==> src/rtl/uart_frame_parser.sv <==
// uart_frame_parser: pops bytes from the UART RX FIFO, finds SOF/LEN/payload/CHK
// frames, buffers the payload and only streams it out once the checksum matches.
//
// state   | meaning
// --------+------------------------------------------------------------
// HUNT    | discarding bytes until an SOF byte is seen
// LEN     | waiting for the length byte
// PAYLOAD | storing payload bytes into the buffer, accumulating the sum
// CHK     | waiting for the checksum byte
// DRAIN   | streaming the validated payload; RX reads are paused
module uart_frame_parser #(
    parameter int              DBIT    = 8,
    parameter int              MAX_LEN = 16,
    parameter logic [DBIT-1:0] SOF     = DBIT'(8'hA5),
    parameter int              TIMEOUT = 50000
) (
    input  logic            clk,
    input  logic            rst_n,
    input  logic            rx_empty,
    input  logic [DBIT-1:0] r_data,
    output logic            rd_uart,
    output logic            m_valid,
    output logic [DBIT-1:0] m_data,
    output logic            m_last,
    input  logic            m_ready,
    output logic            frame_ok,
    output logic            frame_err,
    output logic [1:0]      err_code
);

    localparam int IW = $clog2(MAX_LEN + 1);
    localparam int AW = $clog2(MAX_LEN);
    localparam int TW = $clog2(TIMEOUT + 1);

    typedef enum logic [2:0] {
        S_HUNT,
        S_LEN,
        S_PAYLOAD,
        S_CHK,
        S_DRAIN
    } state_t;

    state_t          state, state_nxt;
    logic            rd_pend;
    logic            byte_vld;
    logic [DBIT-1:0] byte_reg;
    logic [DBIT-1:0] buf_mem [MAX_LEN];
    logic [IW-1:0]   len;
    logic [IW-1:0]   idx;
    logic [DBIT-1:0] sum;
    logic [TW-1:0]   tmo_cnt;

    logic            ok_nxt;
    logic            err_nxt;
    logic [1:0]      code_nxt;
    logic            len_bad;
    logic            at_last;
    logic            tmo_hit;
    logic            in_frame;
    logic            hs;

    // One outstanding pop at a time; reads stop while the payload is draining.
    assign rd_uart  = !rx_empty && !rd_pend && !byte_vld && (state != S_DRAIN) && rst_n;

    assign len_bad  = (byte_reg == '0) || (byte_reg > DBIT'(MAX_LEN));
    assign at_last  = (idx == len - IW'(1));
    assign tmo_hit  = (tmo_cnt == TW'(TIMEOUT));
    assign in_frame = (state == S_LEN) || (state == S_PAYLOAD) || (state == S_CHK);
    assign hs       = m_valid && m_ready;

    // Output data is gated by m_valid so it reads 0 whenever nothing is offered.
    assign m_data   = m_valid ? buf_mem[idx[AW-1:0]] : '0;
    assign m_last   = m_valid && at_last;

    // State register.
    always_ff @(posedge clk or negedge rst_n) begin
        if (!rst_n) state <= S_HUNT;
        else        state <= state_nxt;
    end

    // Next-state decode and frame verdicts.
    always_comb begin
        state_nxt = state;
        ok_nxt    = 1'b0;
        err_nxt   = 1'b0;
        code_nxt  = err_code;
        case (state)
            S_HUNT: begin
                if (byte_vld && byte_reg == SOF) state_nxt = S_LEN;
            end
            S_LEN: begin
                if (byte_vld) begin
                    if (len_bad) begin
                        err_nxt   = 1'b1;
                        code_nxt  = 2'd1;
                        state_nxt = S_HUNT;
                    end else begin
                        state_nxt = S_PAYLOAD;
                    end
                end else if (tmo_hit) begin
                    err_nxt   = 1'b1;
                    code_nxt  = 2'd3;
                    state_nxt = S_HUNT;
                end
            end
            S_PAYLOAD: begin
                if (byte_vld) begin
                    if (at_last) state_nxt = S_CHK;
                end else if (tmo_hit) begin
                    err_nxt   = 1'b1;
                    code_nxt  = 2'd3;
                    state_nxt = S_HUNT;
                end
            end
            S_CHK: begin
                if (byte_vld) begin
                    if (byte_reg == sum) begin
                        ok_nxt    = 1'b1;
                        state_nxt = S_DRAIN;
                    end else begin
                        err_nxt   = 1'b1;
                        code_nxt  = 2'd2;
                        state_nxt = S_HUNT;
                    end
                end else if (tmo_hit) begin
                    err_nxt   = 1'b1;
                    code_nxt  = 2'd3;
                    state_nxt = S_HUNT;
                end
            end
            S_DRAIN: begin
                if (hs && at_last) state_nxt = S_HUNT;
            end
            default: state_nxt = S_HUNT;
        endcase
    end

    // Fetch pipeline, frame bookkeeping, timeout counter and registered outputs.
    always_ff @(posedge clk or negedge rst_n) begin
        if (!rst_n) begin
            rd_pend   <= 1'b0;
            byte_vld  <= 1'b0;
            byte_reg  <= '0;
            len       <= '0;
            idx       <= '0;
            sum       <= '0;
            tmo_cnt   <= '0;
            m_valid   <= 1'b0;
            frame_ok  <= 1'b0;
            frame_err <= 1'b0;
            err_code  <= 2'd0;
        end else begin
            rd_pend <= rd_uart;
            if (rd_pend) begin
                byte_reg <= r_data;
                byte_vld <= 1'b1;
            end else if (byte_vld) begin
                byte_vld <= 1'b0;
            end

            frame_ok  <= ok_nxt;
            frame_err <= err_nxt;
            err_code  <= code_nxt;

            if (!in_frame || byte_vld || state_nxt != state) tmo_cnt <= '0;
            else                                             tmo_cnt <= tmo_cnt + TW'(1);

            m_valid <= (state == S_DRAIN) && !(hs && at_last);

            case (state)
                S_LEN: begin
                    if (byte_vld && !len_bad) begin
                        len <= IW'(byte_reg);
                        sum <= byte_reg;
                        idx <= '0;
                    end
                end
                S_PAYLOAD: begin
                    if (byte_vld) begin
                        sum <= sum + byte_reg;
                        idx <= idx + IW'(1);
                    end
                end
                S_CHK: begin
                    if (byte_vld && byte_reg == sum) idx <= '0;
                end
                S_DRAIN: begin
                    if (hs) idx <= idx + IW'(1);
                end
                default: ;
            endcase
        end
    end

    // Payload buffer; contents are don't-care until written, so no reset.
    always_ff @(posedge clk) begin
        if (state == S_PAYLOAD && byte_vld) buf_mem[idx[AW-1:0]] <= byte_reg;
    end

endmodule

==> config.mk <==
export PLATFORM = sky130hd
export DESIGN_NAME = uart_frame_parser
export DESIGN_NICKNAME = d
export VERILOG_FILES = /design/src/rtl/uart_frame_parser.sv
export SDC_FILE = /design/constraint.sdc
export NUM_CORES = 1
export LEC_CHECK = 0
export CAP_MARGIN = 20
export CORE_UTILIZATION = 45
export CTS_CLUSTER_DIAMETER = 100
export DETAILED_ROUTE_END_ITERATION = 12
export DONT_BUFFER_PORTS = 1
export SLEW_MARGIN = 15
export SYNTH_ARGS = -nofsm -noshare
export SYNTH_HDL_FRONTEND = slang
export SYNTH_SLANG_ARGS = --single-unit
==> constraint.sdc <==
create_clock -name clk -period 3.15 [get_ports clk]
set_clock_uncertainty 0.2 [all_clocks]
set_input_delay 0.7875 -clock clk [delete_from_list [all_inputs] [get_ports clk]]
set_output_delay 0.7875 -clock clk [all_outputs]
set_load 0.02 [all_outputs]
==> summary.md <==
| Metric | Value |
|---|---|
| Worst path required time | `2.16 ns` |
| Max incr delay on CP | `0.56 ns` |
| Final worst setup slack | `-0.220 ns` |
| Vias in the first global route | `4,569` |
| RR Endpoint | `idx[3]` |
| Post-synth top area share | `0.481` |
| Cell accounting for the most synthesized area | `edfxtp_1` |
| Most common cell in the synthesized netlist | `edfxtp_1` |
| Initial DRC Count | `400` |
| Share of post-route cells with drive strength above 1 | `0.279` |
| First-pass GRT wire length | `26,100 µm` |
| Fill cells | `1,399` |
| Distinct cells, synth | `approximately 50` |
| Synth async-reset ratio | `0.289` |
| Worst path slowest cell | `mux4_1` |
| Die area | `0.0183 mm²` |
| Port buffer count | `0` |
| Initial antenna violation count | `1` |
| Total grt overflow | `0` |
| Drc violations | `0` |
| Nets | `between 500 and 600` |
| DPL Wire Length | `11,000 µm` |
| Fin. Hold Viols | `0` |
| Power Dens Cells | `789 mW/mm²` |
| Final Max Slew Viols | `0` |
| Vias per cell | `5.67` |
| Clock Latency Late Sink | `0.43 ns` |
| Status | `finished, violations left` |
| Reg2reg start | `byte_reg[1]` |
| EDFF count, synth | `128` |
| Core area | `0.0173 mm²` |
| Pleak | `3.38 nW` |
| Area after DPL | `0.00848 mm²` |
| P&R area growth vs syn | `16.2%` |
| Horiz. Die Dim | `135 µm` |
| Top delay family on crit path | `multiplexers` |
| Post-route cell area | `slightly above 0.009 mm²` |
| Antenna viol nets, final | `0` |
| Post-synth top flop | `edfxtp_1` |
| Failing checks | `setup timing` |
| Register area share after synthesis | `0.644` |
| Final hold slack | `0.0155 ns` |
| TritonCTS clock tree | `built` |
| RSZ-0062 raised after global routing | `yes` |
| Average wire per standard cell | `21.7 µm` |
| Total negative slack | `-1.55 ns` |
| CP max FO | `6` |
| Initial core utilization | `0.462` |
| 1st-pass router iterations | `5` |
| Crit path cell chain | `buf_6 > buf_12 > mux4_1 > mux4_2 > and2_4` |
| Final setup violation count | `8` |
| Worst reg2reg path depth | `7` |
| Syn. warnings | `0` |
| Min cycle time layout | `3.37 ns` |
| ANT cells | `0` |
| Die height | `135 µm` |
| Startpoint class of the critical path | `flip-flop` |
| Syn Inst Count | `500` |
| Fmax | `slightly below 0.3 GHz` |
| Vias | `4,509` |
| Clk sink count | `180` |
| Avg Inst Size Synth | `16.0 µm²` |
| Max Cap Viol | `0` |
| CTS Buffer Depth | `2` |
| Max H-tree Level | `4` |
| Num rows | `48` |
| Yosys reg bits | `180` |
| Final GP Congestion | `0.812` |
| Place WS | `0.212 ns` |
| Largest cells by area after synthesis | `edfxtp_1, dfrtp_1, mux4_1` |
| Worst min path class | `in -> async` |
| CTS clock-pin slew for the worst setup and hold paths | `approximately 0.07 ns` |
| Slew headroom | `0.451` |
| Max reg flops | `128` |
| Drt total wl | `between 15,000 and 20,000 µm` |
| Final period util | `1.07` |
| I/O Pins | `27` |
| WP buf/inv | `2` |
| CTS Root Cell | `clkbuf_16` |
| Critical path arrival | `2.38 ns` |
| Peak supply drop | `between 0.5 and 0.6 mV` |
| Endpoint class of the critical path | `primary output` |
| Synthesized area | `0.00799 mm²` |
| Setup CP Type | `reg -> out` |
| Largest net degree at the start of global routing | `53` |
| Syn_nets | `527` |
| Worst-Margin Slew | `0.824 ns` |
| Synth top cells by count | `edfxtp_1, dfrtp_1, nor2_1` |
| GRT Total Usage | `0.199` |
| Cts bufs inserted | `17` |
| R2r setup slk | `slightly above 0.5 ns` |
==> through the flow <==
stage	power (mW)	utilization	instances
global route	7.61	0.537	795
CTS	7.05	0.527	780
global placement	4.87	0.490	746
finish	7.32	0.537	795
floorplan	4.41	-	500
detailed placement	4.91	0.490	746
==> routing by layer <==
metal  global-route usage  wire, µm  vias to the layer above
met5                    0         0                        -
met4               0.0605       203                        0
met3               0.0374       683                       20
met2                0.326      8630                      108
met1                0.271      7750                     2362
li1                     -         -                     2019
==> cell usage in the layout (no fill, tap or decap), drive strengths merged, types with 3 or more instances in the layout <==
cell type / n
a21oi: 5
and2: 11
and3: 4
buf: 54
clkbuf: 21
clkinv: 5
clkinvlp: 4
dfrtp: 52
edfxtp: 128
ha: 14
inv: 23
mux2: 17
mux4: 40
nand2: 22
nand2b: 10
nand3: 15
nand4: 6
nor2: 45
nor2b: 6
nor3: 11
nor4: 4
o21ai: 12
o31ai: 3
or3: 4
xnor2: 14
xor2: 11
==> power by group <==
group	internal (mW)	switching, mW	total (mW)
Clock	1.12	0.953	2.07
Combinational	1.13	1.15	2.28
Sequential	2.82	0.158	2.97
Total	5.06	2.26	7.32
==> area by class of cell <==
class	count	area, µm²	area share
Inverter	19	71.3	0.00768
Tap cell	225	282	0.0303
Sequential cell	180	5150	0.554
Multi-Input combinational cell	282	2640	0.284
Clock inverter	14	151	0.0163
Clock buffer	18	429	0.0462
Timing Repair Buffer	57	564	0.0608
==> cell families (layout without fill, tap and decap cells) <==
group,count (synthesis),in the layout,synth area share
compound gates,37,37,0.0365
mux,58,58,0.148
flops,180,180,0.644
fa+ha+maj,15,15,0.0244
xor+xnor,25,25,0.0274
buf+inv,38,108,0.0243
simple gates,147,147,0.0952
==> how the worst max path moves through the flow <==
stage	from	to	slack (ns)	cells past startpoint
floorplan	idx[1]	m_data[0]	0.19	5
global placement	idx[0]	m_data[7]	0.20	4
CTS	idx[0]	m_data[5]	-0.23	4
finish	idx[0]	m_data[5]	-0.22	5
global route	idx[0]	m_data[5]	-0.29	5
detailed placement	idx[0]	m_data[7]	0.21	4
==> repair_timing <==
action,4_1_cts,5_1_grt
setup endpoints to repair,9,9
hold buffers,1,0
endpoints found under the hold margin,52,0
gates cloned,0,3
buffers inserted,1,12
resized for setup,23,26
pin swaps,3,1
Note: power is estimated with default switching activity, not from simulation.
